--- config.mk ---
export PLATFORM = sky130hd
export DESIGN_NAME = q_os_frame_scheduler
export DESIGN_NICKNAME = d
export VERILOG_FILES = /design/src/rtl/q_os_sched_pkg.sv /design/src/rtl/q_os_interval_timer.sv /design/src/rtl/q_os_frame_scheduler.sv
export SDC_FILE = /design/constraint.sdc
export NUM_CORES = 1
export LEC_CHECK = 0
export ABC_AREA = 1
export CAP_MARGIN = 0
export CORE_ASPECT_RATIO = 1.1
export CORE_MARGIN = 2
export CORE_UTILIZATION = 64
export CTS_CLUSTER_SIZE = 28
export DETAILED_ROUTE_END_ITERATION = 7
export DONT_BUFFER_PORTS = 1
export GPL_TIMING_DRIVEN = 0
export HOLD_SLACK_MARGIN = 0.08
export PLACE_DENSITY = 0.79
export SLEW_MARGIN = 30
export SYNTH_ARGS = -nofsm -noshare
export SYNTH_HDL_FRONTEND = slang
export SYNTH_SLANG_ARGS = --single-unit
--- constraint.sdc ---
create_clock -name clk_i -period 2 [get_ports clk_i]
set_input_delay 0.2 -clock clk_i [delete_from_list [all_inputs] [get_ports clk_i]]
set_output_delay 0.2 -clock clk_i [all_outputs]
set_load 0.01 [all_outputs]
--- src/rtl/q_os_sched_pkg.sv ---
// Shared definitions for the frame scheduler: FSM encoding, telemetry word
// layout and the default watchdog length.
package q_os_sched_pkg;

    typedef enum logic [2:0] {
        S_IDLE,
        S_START,
        S_WAIT_DONE,
        S_LOG,
        S_WAIT_PERIOD
    } sched_state_e;

    // Telemetry word bit positions
    localparam int TELEM_TO      = 31;
    localparam int TELEM_EN      = 30;
    localparam int TELEM_BURST   = 29;
    localparam int TELEM_LAST    = 28;
    localparam int TELEM_SEQ_HI  = 27;
    localparam int TELEM_SEQ_LO  = 12;
    localparam int TELEM_DATA_HI = 11;
    localparam int TELEM_DATA_LO = 0;

    localparam int TIMEOUT_CYCLES_DEF = 1024;

    // Assemble one telemetry word from its fields
    function automatic logic [31:0] telem_pack(
        input logic        to,
        input logic        en,
        input logic        burst,
        input logic        last,
        input logic [15:0] seq,
        input logic [11:0] data
    );
        logic [31:0] w;
        w                             = '0;
        w[TELEM_TO]                   = to;
        w[TELEM_EN]                   = en;
        w[TELEM_BURST]                = burst;
        w[TELEM_LAST]                 = last;
        w[TELEM_SEQ_HI:TELEM_SEQ_LO]  = seq;
        w[TELEM_DATA_HI:TELEM_DATA_LO] = data;
        return w;
    endfunction

endpackage

--- src/rtl/q_os_interval_timer.sv ---
// Elapsed-cycle counter with restart and an elapsed>=limit compare.
// After a restart edge the count reads 1, so in any later cycle it holds the
// number of cycles since the restart cycle. Saturates instead of wrapping.
module q_os_interval_timer (
    input  logic        clk_i,
    input  logic        rst_ni,
    input  logic        restart_i,
    input  logic [15:0] limit_i,
    output logic        expired_o
);

    logic [15:0] cnt_q;

    // Count cycles since the last restart, holding at all-ones
    always_ff @(posedge clk_i or negedge rst_ni) begin
        if (!rst_ni)              cnt_q <= '0;
        else if (restart_i)       cnt_q <= 16'd1;
        else if (cnt_q != 16'hFFFF) cnt_q <= cnt_q + 16'd1;
    end

    assign expired_o = (cnt_q >= limit_i);

endmodule

--- src/rtl/q_os_frame_scheduler.sv ---
// Frame scheduler: paces transceiver starts at a programmable period in
// continuous or armed-burst mode, watches each transaction with a timeout,
// and writes one tagged telemetry word per frame.
module q_os_frame_scheduler
    import q_os_sched_pkg::*;
#(
    parameter int TIMEOUT_CYCLES = TIMEOUT_CYCLES_DEF,
    parameter int ADDR_W         = 8
) (
    input  logic              clk_i,
    input  logic              rst_ni,
    input  logic              enable_i,
    input  logic              arm_i,
    input  logic [15:0]       period_i,
    input  logic [7:0]        burst_len_i,
    input  logic              clr_err_i,
    output logic              trx_start_o,
    input  logic              trx_done_i,
    input  logic [11:0]       trx_adc_data_i,
    output logic              telem_we_o,
    output logic [ADDR_W-1:0] telem_addr_o,
    output logic [31:0]       telem_wdata_o,
    output logic              busy_o,
    output logic              timeout_err_o,
    output logic [15:0]       frame_cnt_o
);

    localparam logic [15:0] WD_LIMIT = 16'(TIMEOUT_CYCLES);

    sched_state_e      state_q, state_d;
    logic [7:0]        remaining_q, remaining_d;
    logic              burst_mode_q, burst_mode_d;
    logic [ADDR_W-1:0] telem_addr_q, telem_addr_d;
    logic [31:0]       telem_wdata_q, telem_wdata_d;
    logic [15:0]       frame_cnt_q, frame_cnt_d;
    logic              timeout_err_q, timeout_err_d;
    logic              trx_start_q, telem_we_q, busy_q;

    logic              timer_restart;
    logic              ivl_expired, wd_expired;
    logic [15:0]       ivl_limit;
    logic              last_frame;

    // The interval compare fires one cycle early so that the START state
    // lands exactly period cycles after the previous START.
    assign ivl_limit     = (period_i == 16'd0) ? 16'd0 : period_i - 16'd1;
    assign timer_restart = (state_q == S_START);
    assign last_frame    = burst_mode_q && (remaining_q == 8'd1);

    q_os_interval_timer u_ivl_timer (
        .clk_i     (clk_i),
        .rst_ni    (rst_ni),
        .restart_i (timer_restart),
        .limit_i   (ivl_limit),
        .expired_o (ivl_expired)
    );

    q_os_interval_timer u_wd_timer (
        .clk_i     (clk_i),
        .rst_ni    (rst_ni),
        .restart_i (timer_restart),
        .limit_i   (WD_LIMIT),
        .expired_o (wd_expired)
    );

    // Next-state and datapath update; clr_err loses to a same-cycle timeout
    always_comb begin
        state_d       = state_q;
        remaining_d   = remaining_q;
        burst_mode_d  = burst_mode_q;
        telem_addr_d  = telem_addr_q;
        telem_wdata_d = telem_wdata_q;
        frame_cnt_d   = frame_cnt_q;
        timeout_err_d = timeout_err_q & ~clr_err_i;

        unique case (state_q)
            S_IDLE: begin
                if (enable_i && ((burst_len_i == 8'd0) || arm_i)) begin
                    state_d      = S_START;
                    remaining_d  = burst_len_i;
                    burst_mode_d = (burst_len_i != 8'd0);
                end
            end
            S_START: state_d = S_WAIT_DONE;
            S_WAIT_DONE: begin
                // A completion in the expiry cycle still counts as success
                if (trx_done_i) begin
                    state_d       = S_LOG;
                    telem_wdata_d = telem_pack(1'b0, enable_i, burst_mode_q,
                                               last_frame, frame_cnt_q,
                                               trx_adc_data_i);
                end else if (wd_expired) begin
                    state_d       = S_LOG;
                    timeout_err_d = 1'b1;
                    telem_wdata_d = telem_pack(1'b1, enable_i, burst_mode_q,
                                               last_frame, frame_cnt_q, 12'd0);
                end
            end
            S_LOG: begin
                telem_addr_d = telem_addr_q + ADDR_W'(1);
                frame_cnt_d  = frame_cnt_q + 16'd1;
                if (burst_mode_q) remaining_d = remaining_q - 8'd1;
                if (!enable_i || last_frame) state_d = S_IDLE;
                else                         state_d = S_WAIT_PERIOD;
            end
            S_WAIT_PERIOD: begin
                if (!enable_i)        state_d = S_IDLE;
                else if (ivl_expired) state_d = S_START;
            end
            default: state_d = S_IDLE;
        endcase
    end

    // State, datapath and registered strobes derived from the next state
    always_ff @(posedge clk_i or negedge rst_ni) begin
        if (!rst_ni) begin
            state_q       <= S_IDLE;
            remaining_q   <= '0;
            burst_mode_q  <= 1'b0;
            telem_addr_q  <= '0;
            telem_wdata_q <= '0;
            frame_cnt_q   <= '0;
            timeout_err_q <= 1'b0;
            trx_start_q   <= 1'b0;
            telem_we_q    <= 1'b0;
            busy_q        <= 1'b0;
        end else begin
            state_q       <= state_d;
            remaining_q   <= remaining_d;
            burst_mode_q  <= burst_mode_d;
            telem_addr_q  <= telem_addr_d;
            telem_wdata_q <= telem_wdata_d;
            frame_cnt_q   <= frame_cnt_d;
            timeout_err_q <= timeout_err_d;
            trx_start_q   <= (state_d == S_START);
            telem_we_q    <= (state_d == S_LOG);
            busy_q        <= (state_d != S_IDLE);
        end
    end

    assign trx_start_o   = trx_start_q;
    assign telem_we_o    = telem_we_q;
    assign telem_addr_o  = telem_addr_q;
    assign telem_wdata_o = telem_wdata_q;
    assign busy_o        = busy_q;
    assign timeout_err_o = timeout_err_q;
    assign frame_cnt_o   = frame_cnt_q;

endmodule

Word level (Yosys, flattened, before mapping)
Index checks and enable logic that the tools add are counted.

Order comparisons: 2. Equality and inequality tests: 11. Reductions and logical operators: 17. Multiplexer cells: 20. Bitwise gates (word level): 2. $add $sub $neg: 6.

Operators by type and width (count): 16-bit two-way mux (5); 32-bit two-way mux (2); 16-bit by 1-bit adder with 16-bit output, second input constant (3); 16-bit inequality test, second input constant (2); 3-bit two-way mux (6); 16-bit by 11-bit greater-or-equal comparator with 1-bit output, second input constant (1); 16-bit greater-or-equal comparator (1); 16-bit zero test (1); 8-bit two-way mux (2); 8-bit one-hot mux with 2 select lines (1); 16-bit by 1-bit subtractor with 16-bit output, second input constant (1); 3-bit one-hot mux with 5 select lines (1); 3-bit by 2-bit equality test with 1-bit output, second input constant (3); 8-bit by 1-bit adder with 8-bit output, second input constant (1); 8-bit by 1-bit equality test with 1-bit output, second input constant (1); 8-bit zero test (1); 2-bit nonzero test (4); 8-bit nonzero test (1); 8-bit by 1-bit subtractor with 8-bit output, second input constant (1); 3-bit by 1-bit equality test with 1-bit output, second input constant (2); 2-bit inequality test, second input constant (2); 2-bit AND reduction (2); 3-bit equality test, second input constant (1); 3-bit zero test (1); other kinds (8) (12).

Word-level logic and storage cells: 70. Register bits after elaboration: 104. Output and inout port bits: 60. Bits of input ports: 42.

Logic depth before layout (Yosys ltp)
Gate-level depths: netlist of run 1.

Depth after elaboration: 7. Depth in mapped cells: 20. Mapped depth without buffers: 20.

Cells and area by module
From an unflattened synthesis of run 1, not the netlist that was laid out.

Cells, all modules: 882. Area total of the unflattened synthesis: 6502.5 µm².

By module, submodules not included: q_os_frame_scheduler (seq. area each 1801.7 µm², times used 1, area each 3747.3 µm², cells each 486); q_os_interval_timer (seq. area each 400.4 µm², times used 2, area each 1377.6 µm², cells each 198).

Worst setup path after synthesis of run 1
No wires, ideal clock.

Path type: input-to-reg. Start: input port period_i[1]. End: register busy_q, in the netlist busy_o. Required time: 1876 ps. Path slack: -74 ps. Path buffers: 0. Arrival time: 1950 ps. Setup time: 124 ps. Cell stages on the path: 16. Path through: inv_1 -> ha_1 -> inv_1 -> nor2_1 -> nand3_1 -> nor2_1 -> nand2_1 -> nand2_1 -> nand3_1 -> ha_1 -> nand2_1 -> o21ai_0 -> nor2_1 -> nand3_1 -> a21oi_1 -> nand2_1.

Cells in the longest elaborated chain, start to end: 7. Elaborated cells between the ends (all ways): 8. Those cells by class: add/sub (1); order compare (1); mux (4); reduce/logical (2).

Ends and longest elaborated chain: start: declaration (line q_os_frame_scheduler.sv:14) `input logic [15:0] period_i,`; 16-bit by 1-bit subtractor with 16-bit output / 16-bit zero test (equally long branches) (line q_os_frame_scheduler.sv:46) `assign ivl_limit = (period_i == 16'd0) ? 16'd0 : period_i - 16'd1;`; 16-bit two-way mux (*) (line q_os_frame_scheduler.sv:46); 16-bit greater-or-equal comparator (*) (line q_os_interval_timer.sv:21) `assign expired_o = (cnt_q >= limit_i);`; 3-bit two-way mux (*) (line q_os_frame_scheduler.sv:108) `else if (ivl_expired) state_d = S_START;`; 3-bit two-way mux (*) (line q_os_frame_scheduler.sv:107) `if (!enable_i) state_d = S_IDLE;`; 3-bit one-hot mux with 5 select lines (*) (line q_os_frame_scheduler.sv:76) `unique case (state_q)`; 3-bit nonzero test (*) (line q_os_frame_scheduler.sv:137) `busy_q <= (state_d != S_IDLE);`; end signal: assignment (line q_os_frame_scheduler.sv:137); end: declaration (line q_os_frame_scheduler.sv:37) `logic trx_start_q, telem_we_q, busy_q;`.

Mark *: on every way between the ends. The rest lies on a longest branch, timed or not. A chain may end at the register's enable or synchronous reset.

Final worst setup path of run 1
Start: input port period_i[3]. End: register trx_start_q, in the netlist trx_start_o.

Cells in the longest elaborated chain, start to end: 7. Elaborated cells between the ends (all ways): 8. Those cells by class: add/sub (1); order compare (1); eq/ne (1); mux (4); reduce/logical (1).

Ends and longest elaborated chain: 16-bit by 1-bit subtractor with 16-bit output / 16-bit zero test (equally long branches) (line q_os_frame_scheduler.sv:46); 16-bit two-way mux (*) (line q_os_frame_scheduler.sv:46); 16-bit greater-or-equal comparator (*) (line q_os_interval_timer.sv:21); 3-bit two-way mux (*) (line q_os_frame_scheduler.sv:108); 3-bit two-way mux (*) (line q_os_frame_scheduler.sv:107); 3-bit one-hot mux with 5 select lines (*) (line q_os_frame_scheduler.sv:76); 3-bit by 1-bit equality test with 1-bit output (*) (line q_os_frame_scheduler.sv:135) `trx_start_q <= (state_d == S_START);`; end signal: assignment (line q_os_frame_scheduler.sv:135); end: declaration (line q_os_frame_scheduler.sv:37).

Marks and branches as above.

==> key figures, run 1 <==
Setup path
  • Reg-to-reg startpoint: u_wd_timer.cnt_q[12]$_DFFE_PN0P_
  • Minimum setup slack among reg-to-reg paths: 0.19 ns
  • Nature of the critical path startpoint: input pin
  • Crit. Startpoint: period_i[3]
  • CP required: 2.28 ns
  • FF-to-FF End: telem_wdata_o[29]$_DFFE_PN0P_
  • CP endpoint kind: flop
  • Reg2Reg Depth: 8
  • Crit-path max FO: 4
  • CP arrival: 2.27 ns
  • WS Path Type: input pin to flop

Detailed routing
  • DRT Pass-1 Iters: 5
  • Total length of routed wires: 14.2 mm
  • DRC violations left: 0
  • Antenna-violating nets left: 0
  • Initial DRC Count: 347
  • Vias post-DR: 5092
  • DR WL/cell: 15.9 um
  • Via density per instance: 5.73

Cells and area
  • # diodes: 0
  • Syn-to-layout area delta: 13.9%
  • Fin nets: 837
  • Most common cell after layout, fill and taps aside: nand2_1
  • Share of cells above drive strength 1: 14.7%
  • Fillers: 633
  • Flip-flop and latch area: 0.00260 mm^2
  • Area of the multi-input gates: 0.00301 mm^2
  • Most frequent cells in the layout: nand2_1 (178), dfrtp_1 (104), inv_1 (79), nor2_1 (52), nand3_1 (51)

CTS
  • CTS Hold Buffers Added: 22
  • CTS tree: done
  • Clock-pin slew on the worst setup and hold paths: 0.11 ns
  • Clock root buffer: clkbuf_8
  • # H-tree levels: 3
  • Num CTS Buffers: 9
  • Clock latency on the worst-skew pair: 0.37 ns
  • CTS Buffer Depth: 2
  • Clk sinks: 104

Timing
  • Slew @ Worst Pin: 0.560 ns
  • Relative slew slack: 62.7%
  • Clk_skew: 0.0190 ns
  • Hold WS: -0.482 ns
  • Final-report setup violation count: 0
  • Final setup margin: 0.00194 ns
  • Final Cycle Share: 99.9%
  • Fmax: 500 MHz
  • Final hold viol count: 104
  • Max-slew violations: 0
  • Min Clock Period, post-route: 2.00 ns

Floorplanning
  • Die W: 95.0 um
  • Row count: 36
  • Core box area: 0.00887 mm^2
  • Die area: 0.00990 mm^2
  • Die height: 104 um
  • Effective utilization at floorplan: 65.8%
  • Io pins: 102

Logic synthesis
  • Syn Nets: 799
  • Synth Register Bits: 104
  • Post-synthesis sequential area ratio: 44.6%
  • Syn Inst Count: 732
  • Synth cell types: 36
  • Syn. warnings: 0
  • Post-Syn Area per Cell: 7.97 um^2
  • Synth Cell Area: 0.00583 mm^2

Global routing
  • Gr ovfl total: 0
  • First-pass GRT wire length: 23.1 mm
  • Gr usage total: 28.8%
  • Number of global-route vias before repair: 5069
  • Largest net degree at the start of global routing: 105
  • Initial antenna violation count: 0

Place
  • Port bufs: 0
  • Place WS: -0.421 ns
  • Gpl congestion: 0.938
  • Hpwl dp: 9.70 mm

Outcome
  • Failing checks: negative hold slack
  • Status: finished with violations

Pwr
  • LEAKAGE: 0.00322 uW
  • Pwr dens: 998 mW/mm^2
  • Peak VDD IR: 0.000797 V

Worst hold path
  • Min-Delay Path Class: input pin to asynchronous set/reset pin

Job
  • Max-cap violations: 0
## layout make-up
cell class | instances | area share, %
Clock inverter | 7 | 1.34
Timing Repair Buffer | 27 | 3.88
Clock buffer | 9 | 1.86
Inverter | 92 | 5.29
Sequential cell | 104 | 39.1
Tap cell | 114 | 2.15
Buffer | 15 | 1.07
Multi-Input combinational cell | 521 | 45.3
## where the power goes
group | switching (uW) | leakage (uW) | internal (uW)
Sequential | 672 | 0.00137 | 2620
Combinational | 1270 | 0.00173 | 712
Clock | 841 | 0.000107 | 518
Total | 2790 | 0.00322 | 3850
## state kept, by name, indices dropped and copies added (netlist names)
signal	flops
telem_we_o	1
telem_addr_o	8
state_q	3
u_ivl_timer.cnt_q	16
frame_cnt_o	16
timeout_err_o	1
burst_mode_q	1
telem_wdata_o	32
busy_o	1
remaining_q	8
trx_start_o	1
u_wd_timer.cnt_q	16
## what timing repair did
| action | CTS | global route |
|---|---|---|
| hold endpoints to repair | 125 | 104 |
| gates resized for setup | 2 | 32 |
| pin swaps | 1 | 18 |
| setup buffers | 0 | 5 |
| endpoints found under the setup margin | 3 | 3 |
## synthesized netlist by cell type
cell      number  area (um^2)
clkinv_1       1         3.75
o31ai_1        4         30.0
nor2_2         9         56.3
o21ai_0       37          185
nor3_2         6         60.1
buf_2          9         45.0
o211ai_1       2         15.0
nor2_4         3         33.8
nand3_2        3         30.0
dfrtp_1      104         2600
nand4_2        2         25.0
inv_2          8         30.0
nor3_1        16         80.1
a21oi_2        3         26.3
o41ai_1        1         8.76
xor2_1        30          263
inv_1         83          312
xnor2_1        5         43.8
or2_2          4         25.0
o21ai_1       18         90.1
ha_1          25          313
nand2_1      183          687
nand4_1       19          119
clkbuf_1       5         18.8
nor2_1        63          236
a31oi_1        6         37.5
nand3_1       54          270
a31o_2         3         26.3
nor4_1         2         12.5
or2_4          1         8.76
o21ai_2        2         17.5
buf_4          1         7.51
nand2_2        2         12.5
a21oi_1       16         80.1
mux2i_1        1         10.0
nor3b_2        1         12.5
## metal layers
metal  vias up  global-route usage (%)  share of wire [%]
met3        21                    5.87                6.6
met2       189                    49.2                 52
met5         -                       0                  0
met4         0                    7.76                1.6
met1      2429                    37.1                 40
li1       2453                       -                  -
## worst max-delay path, stage by stage
cell,delay [ns]
nor2_4,0.10
nand3_2,0.12
nor2_4,0.18
nand2_4,0.09
nor3_4,0.18
xor2_1,0.21
nand2_1,0.13
ha_4,0.28
nand2_1,0.06
inv_2,0.05
nand2_1,0.07
a21oi_2,0.19
nor2_4,0.06
nand3_2,0.10
nand2_2,0.06
a21oi_2,0.19
## metrics by stage
stage / total power [uW] / cells / TNS [ns] / cell area, um^2 / utilization [%]
after floorplan: 4620 / 732 / -0.00444 / 5870 / -
after global placement: 5050 / 846 / -1.20 / 6020 / 67.8
after detailed placement: 5160 / 846 / -1.45 / 6020 / 67.8
after CTS: 6560 / 884 / 0 / 6460 / 72.8
after global routing: 7090 / 889 / -0.196 / 6650 / 74.9
final: 6640 / 889 / 0 / 6650 / 74.9
## worst max-delay path by stage
stage / endpoint / slack (ns) / cells after the start
6_report: trx_start_o$_DFF_PN0_ / 0.002 / 16
3_3_place_gp: busy_o$_DFF_PN0_ / -0.36 / 14
5_1_grt: trx_start_o$_DFF_PN0_ / -0.09 / 16
4_1_cts: trx_start_o$_DFF_PN0_ / 0.02 / 16
2_1_floorplan: busy_o$_DFF_PN0_ / -0.004 / 14
3_5_place_dp: busy_o$_DFF_PN0_ / -0.42 / 16
## logic make-up (layout without fill, tap and decap cells)
kind of cell	count (synthesis)	in the layout	share of synthesized area (%)
and+or+nand+nor	368	368	28.6
AOI/OAI and AO/OA	92	92	8.86
adders and majority gates	25	25	5.36
xor gates and xnor gates	35	35	5.25
DFF	104	104	44.6
buffers and inverters	107	150	7.14
muxes	1	1	0.172
(Power assumes the default switching activity.)
==> run 2: changes to the inputs <==
--- a/config.mk
+++ b/config.mk
@@ -19,4 +19,5 @@
 export SLEW_MARGIN = 30
 export SYNTH_ARGS = -nofsm -noshare
 export SYNTH_HDL_FRONTEND = slang
+export SYNTH_HIERARCHICAL = 1
 export SYNTH_SLANG_ARGS = --single-unit
==> key figures, run 2 <==
Outcome
  • Status: finished with violations
  • Failing checks: negative hold slack

Global routing
  • Gr ovfl total: 0 (unchanged)
  • Largest net degree at the start of global routing: 105 (unchanged)
  • Gr usage total: 27.5% (-1.3 points)
  • Initial antenna violation count: 0 (unchanged)
  • Number of global-route vias before repair: 5544 (+9.4%)
  • First-pass GRT wire length: 24.2 mm (+4.9%)

Setup path
  • WS Path Type: flop to flop
  • Slowest stage delay, CP: 0.44 ns (+0.16 ns)
  • CP arrival: 2.28 ns (about the same)
  • Cell Chain, Critical Path: ha_1, nand2_1, inv_1, o21bai_1, a21oi_1, nor2_1, nand2_2, inv_2, a21oi_2, nand2_1, nand2_2, nor2_4, inv_2, nand2_1, inv_1
  • CP endpoint kind: flop
  • Crit-path max FO: 5 (+1)
  • Nature of the critical path startpoint: flop
  • CP required: 2.29 ns (about the same)
  • CP max stage cell: dfrtp_1
  • CP dominant cell by count: nand2_1

Worst hold path
  • Min-Delay Path Class: input pin to asynchronous set/reset pin

Cells and area
  • Most common cell after layout, fill and taps aside: nand2_1
  • Fin nets: 1042 (+24%)
  • Final instance area: 0.00787 mm^2 (+18%)
  • Fillers: 670 (+5.8%)
  • Largest register FFs: 32 (unchanged)
  • # diodes: 0 (unchanged)
  • Syn-to-layout area delta: 21.0%
  • Share of cells above drive strength 1: 18.5% (+3.8 points)
  • Most frequent cells in the layout: nand2_1 (264), dfrtp_1 (100), inv_1 (99), nor2_1 (75), nand3_1 (67)

Detailed routing
  • DRT Pass-1 Iters: 5 (unchanged)
  • Antenna-violating nets left: 0 (unchanged)
  • Via density per instance: 5.44 (-5.0%)
  • Total length of routed wires: 15.6 mm (+10%)
  • DRC violations left: 0 (unchanged)
  • DR WL/cell: 14.4 um (-9.8%)
  • Vias post-DR: 5903 (+16%)
  • Initial DRC Count: 318 (-8.4%)

CTS
  • CTS tree: done
  • CTS Buffer Depth: 2 (unchanged)
  • Clock latency on the worst-skew pair: 0.38 ns (about the same)
  • Clk sinks: 104 (unchanged)
  • Num CTS Buffers: 9 (unchanged)
  • Clock-pin slew on the worst setup and hold paths: 0.10 ns (about the same)
  • # H-tree levels: 3 (unchanged)
  • Clock root buffer: clkbuf_8
  • CTS Hold Buffers Added: 24 (+9.1%)

Floorplanning
  • Die height: 110 um (+5.4%)
  • Row count: 38 (+5.6%)
  • Die W: 100 um (+5.3%)
  • Io pins: 102 (unchanged)
  • Core box area: 0.00989 mm^2 (+11%)
  • Effective utilization at floorplan: 65.8% (about the same)
  • Die area: 0.0110 mm^2 (+11%)

Pwr
  • LEAKAGE: 0.00406 uW (+26%)
  • Combinational group share of total power: 35.2% (+5.3 points)
  • Int Pwr: 4130 uW (+7.2%)
  • Pwr dens: 882 mW/mm^2 (-12%)
  • Total power: 6930 uW (+4.5%)
  • Sequential Power Share: 47.0% (-2.6 points)
  • Peak VDD IR: 0.000727 V (-8.8%)
  • Sw Pwr: 2810 uW (+0.73%)
  • Switching Share: 40.5% (-1.5 points)
  • Clk network pwr share: 17.8% (-2.7 points)

Timing
  • Hold WS: -0.498 ns (-0.0165 ns)
  • Min Clock Period, post-route: 1.99 ns (-0.00968 ns)
  • RSZ-0062 raised after global routing: true
  • Fmax: 503 MHz (+0.49%)
  • Clk_skew: 0.00847 ns (-0.0105 ns)
  • Setup Total Neg Slack: 0 ns (unchanged)
  • Final Cycle Share: 99.4% (-0.48 points)
  • Max-slew violations: 0 (unchanged)
  • Final hold viol count: 104 (unchanged)
  • Final-report setup violation count: 0 (unchanged)

Logic synthesis
  • Post-synth EDFFs: 0 (unchanged)
  • Yosys top cell by area: dfrtp_1
  • Asr flop ratio synth: 100% (unchanged)
  • Synth Cell Area: 0.00650 mm^2 (+11%)
  • Most instantiated library cell after synthesis: nand2_1
  • Main area contributors after synthesis: dfrtp_1 (40%), nand2_1 (16%), ha_1 (7.7%)
  • Syn. warnings: 6 (+6)
  • Most frequent cells after synthesis: nand2_1 (279), inv_1 (107), dfrtp_1 (104)
  • Synth cell types: 42 (+17%)
  • Post-Syn Area per Cell: 7.37 um^2 (-7.5%)
  • Post-synthesis sequential area ratio: 40.0% (-4.6 points)
  • Syn Inst Count: 882 (+20%)
  • Most used DFF post-synth: dfrtp_1
  • Area share of the largest cell type after synthesis: 40.0% (-4.6 points)
  • Synth Register Bits: 104 (unchanged)

Place
  • Dpl cell area: 0.00682 mm^2 (+13%)
  • Hpwl dp: 10.7 mm (+10%)
  • Port bufs: 0 (unchanged)
  • Gpl congestion: 0.902 (-3.8%)

Job
  • Max-cap violations: 0 (unchanged)
[run 2: cell count changes after synthesis, moves of 12 or more]
cell / previous run / this run
inv_1: 83 / 107
o21ai_0: 37 / 8
xor2_1: 30 / 10
ha_1: 25 / 40
a22o_1: 0 / 12
nand2_1: 183 / 279
nor2_1: 63 / 95
nand3_1: 54 / 69
[run 2: routing by layer]
| metal | share of wire [%] | vias up | GRT usage (%) |
|---|---|---|---|
| met2 | 51 | 172 | 49.6 |
| met5 | 0 | - | 0 |
| met4 | 1.7 | 0 | 8.71 |
| met1 | 41 | 2782 | 32.8 |
| li1 | - | 2924 | - |
| met3 | 5.9 | 25 | 6.42 |
[run 2: repair_timing]
item	4_1_cts	5_1_grt
gates resized for setup	6	89
setup buffers	3	27
hold endpoints to repair	130	104
pin swaps	2	53
gates cloned	0	0
endpoints found under the setup margin	32	36
[run 2: power groups by stage]
| stage | combinational, uW | sequential [uW] | clock, uW |
|---|---|---|---|
| 2_1_floorplan | 1710 | 3120 | 0 |
| 6_report | 2440 | 3260 | 1240 |
| 4_1_cts | 2210 | 3240 | 1270 |
| 3_3_place_gp | 1990 | 3260 | 0 |
| 3_5_place_dp | 2110 | 3280 | 0 |
| 5_1_grt | 2760 | 3310 | 1350 |
[run 2: cells by family after synthesis]
kind of cell	synth area share, %
AO/OA/AOI/OAI	6.27
XOR/XNOR	2.96
adder cells (fa/ha/maj)	7.70
buffers and inverters	8.58
flip-flops	40.0
other	0.115
AND/OR/NAND/NOR	34.3
[run 2: per-stage QoR]
step / instances / setup WS [ns] / hold WS [ns] / util (%)
after floorplan: 896 / -0.0590 / -0.0956 / -
after global placement: 1016 / -0.328 / -0.0938 / 68.9
after detailed placement: 1016 / -0.446 / -0.0943 / 68.9
after CTS: 1059 / 0.0112 / -0.515 / 73.6
after global routing: 1085 / -0.193 / -0.524 / 79.5
final: 1085 / 0.0116 / -0.498 / 79.5
[run 2: cell type report]
type                    instances  area, um^2  area share, %
clock buffers                  10         128           1.62
multi-input cells             655        3850           49.0
flip-flops and latches        104        2610           33.2
clock inverters                 6        52.6          0.668
inverters                     124         503           6.40
well taps                     120         150           1.91
repair buffers                 54         480           6.11
plain buffers                  12        90.1           1.15
[run 2: worst paths after layout]
kind	depth (start not counted)	slack [ns]	start	endpoint
worst max-delay path	15	0.01	u_ivl_timer/cnt_q[9]$_DFFE_PN0P_	trx_start_o$_DFF_PN0_
worst min-delay path	0	-0.50	rst_ni	telem_addr_o[6]$_DFFE_PN0N_
worst max register to register	15	0.01	u_ivl_timer/cnt_q[9]$_DFFE_PN0P_	trx_start_o$_DFF_PN0_
worst min register to register	2	0.52	remaining_q[7]$_DFFE_PN0P_	remaining_q[7]$_DFFE_PN0P_
max in group asynchronous	0	2.25	rst_ni	u_wd_timer/cnt_q[11]$_DFFE_PN0P_
min in group clk_i	3	0.15	trx_done_i	telem_wdata_o[0]$_DFFE_PN0P_
[run 2: worst max-delay path, delay by kind of cell (launching register included)]
kind,cells,cell delay (ns)
AO/OA/AOI/OAI,3,0.32
AND/OR/NAND/NOR,7,0.61
flip-flops,1,0.44
adder cells (fa/ha/maj),1,0.33
buffers and inverters,4,0.20
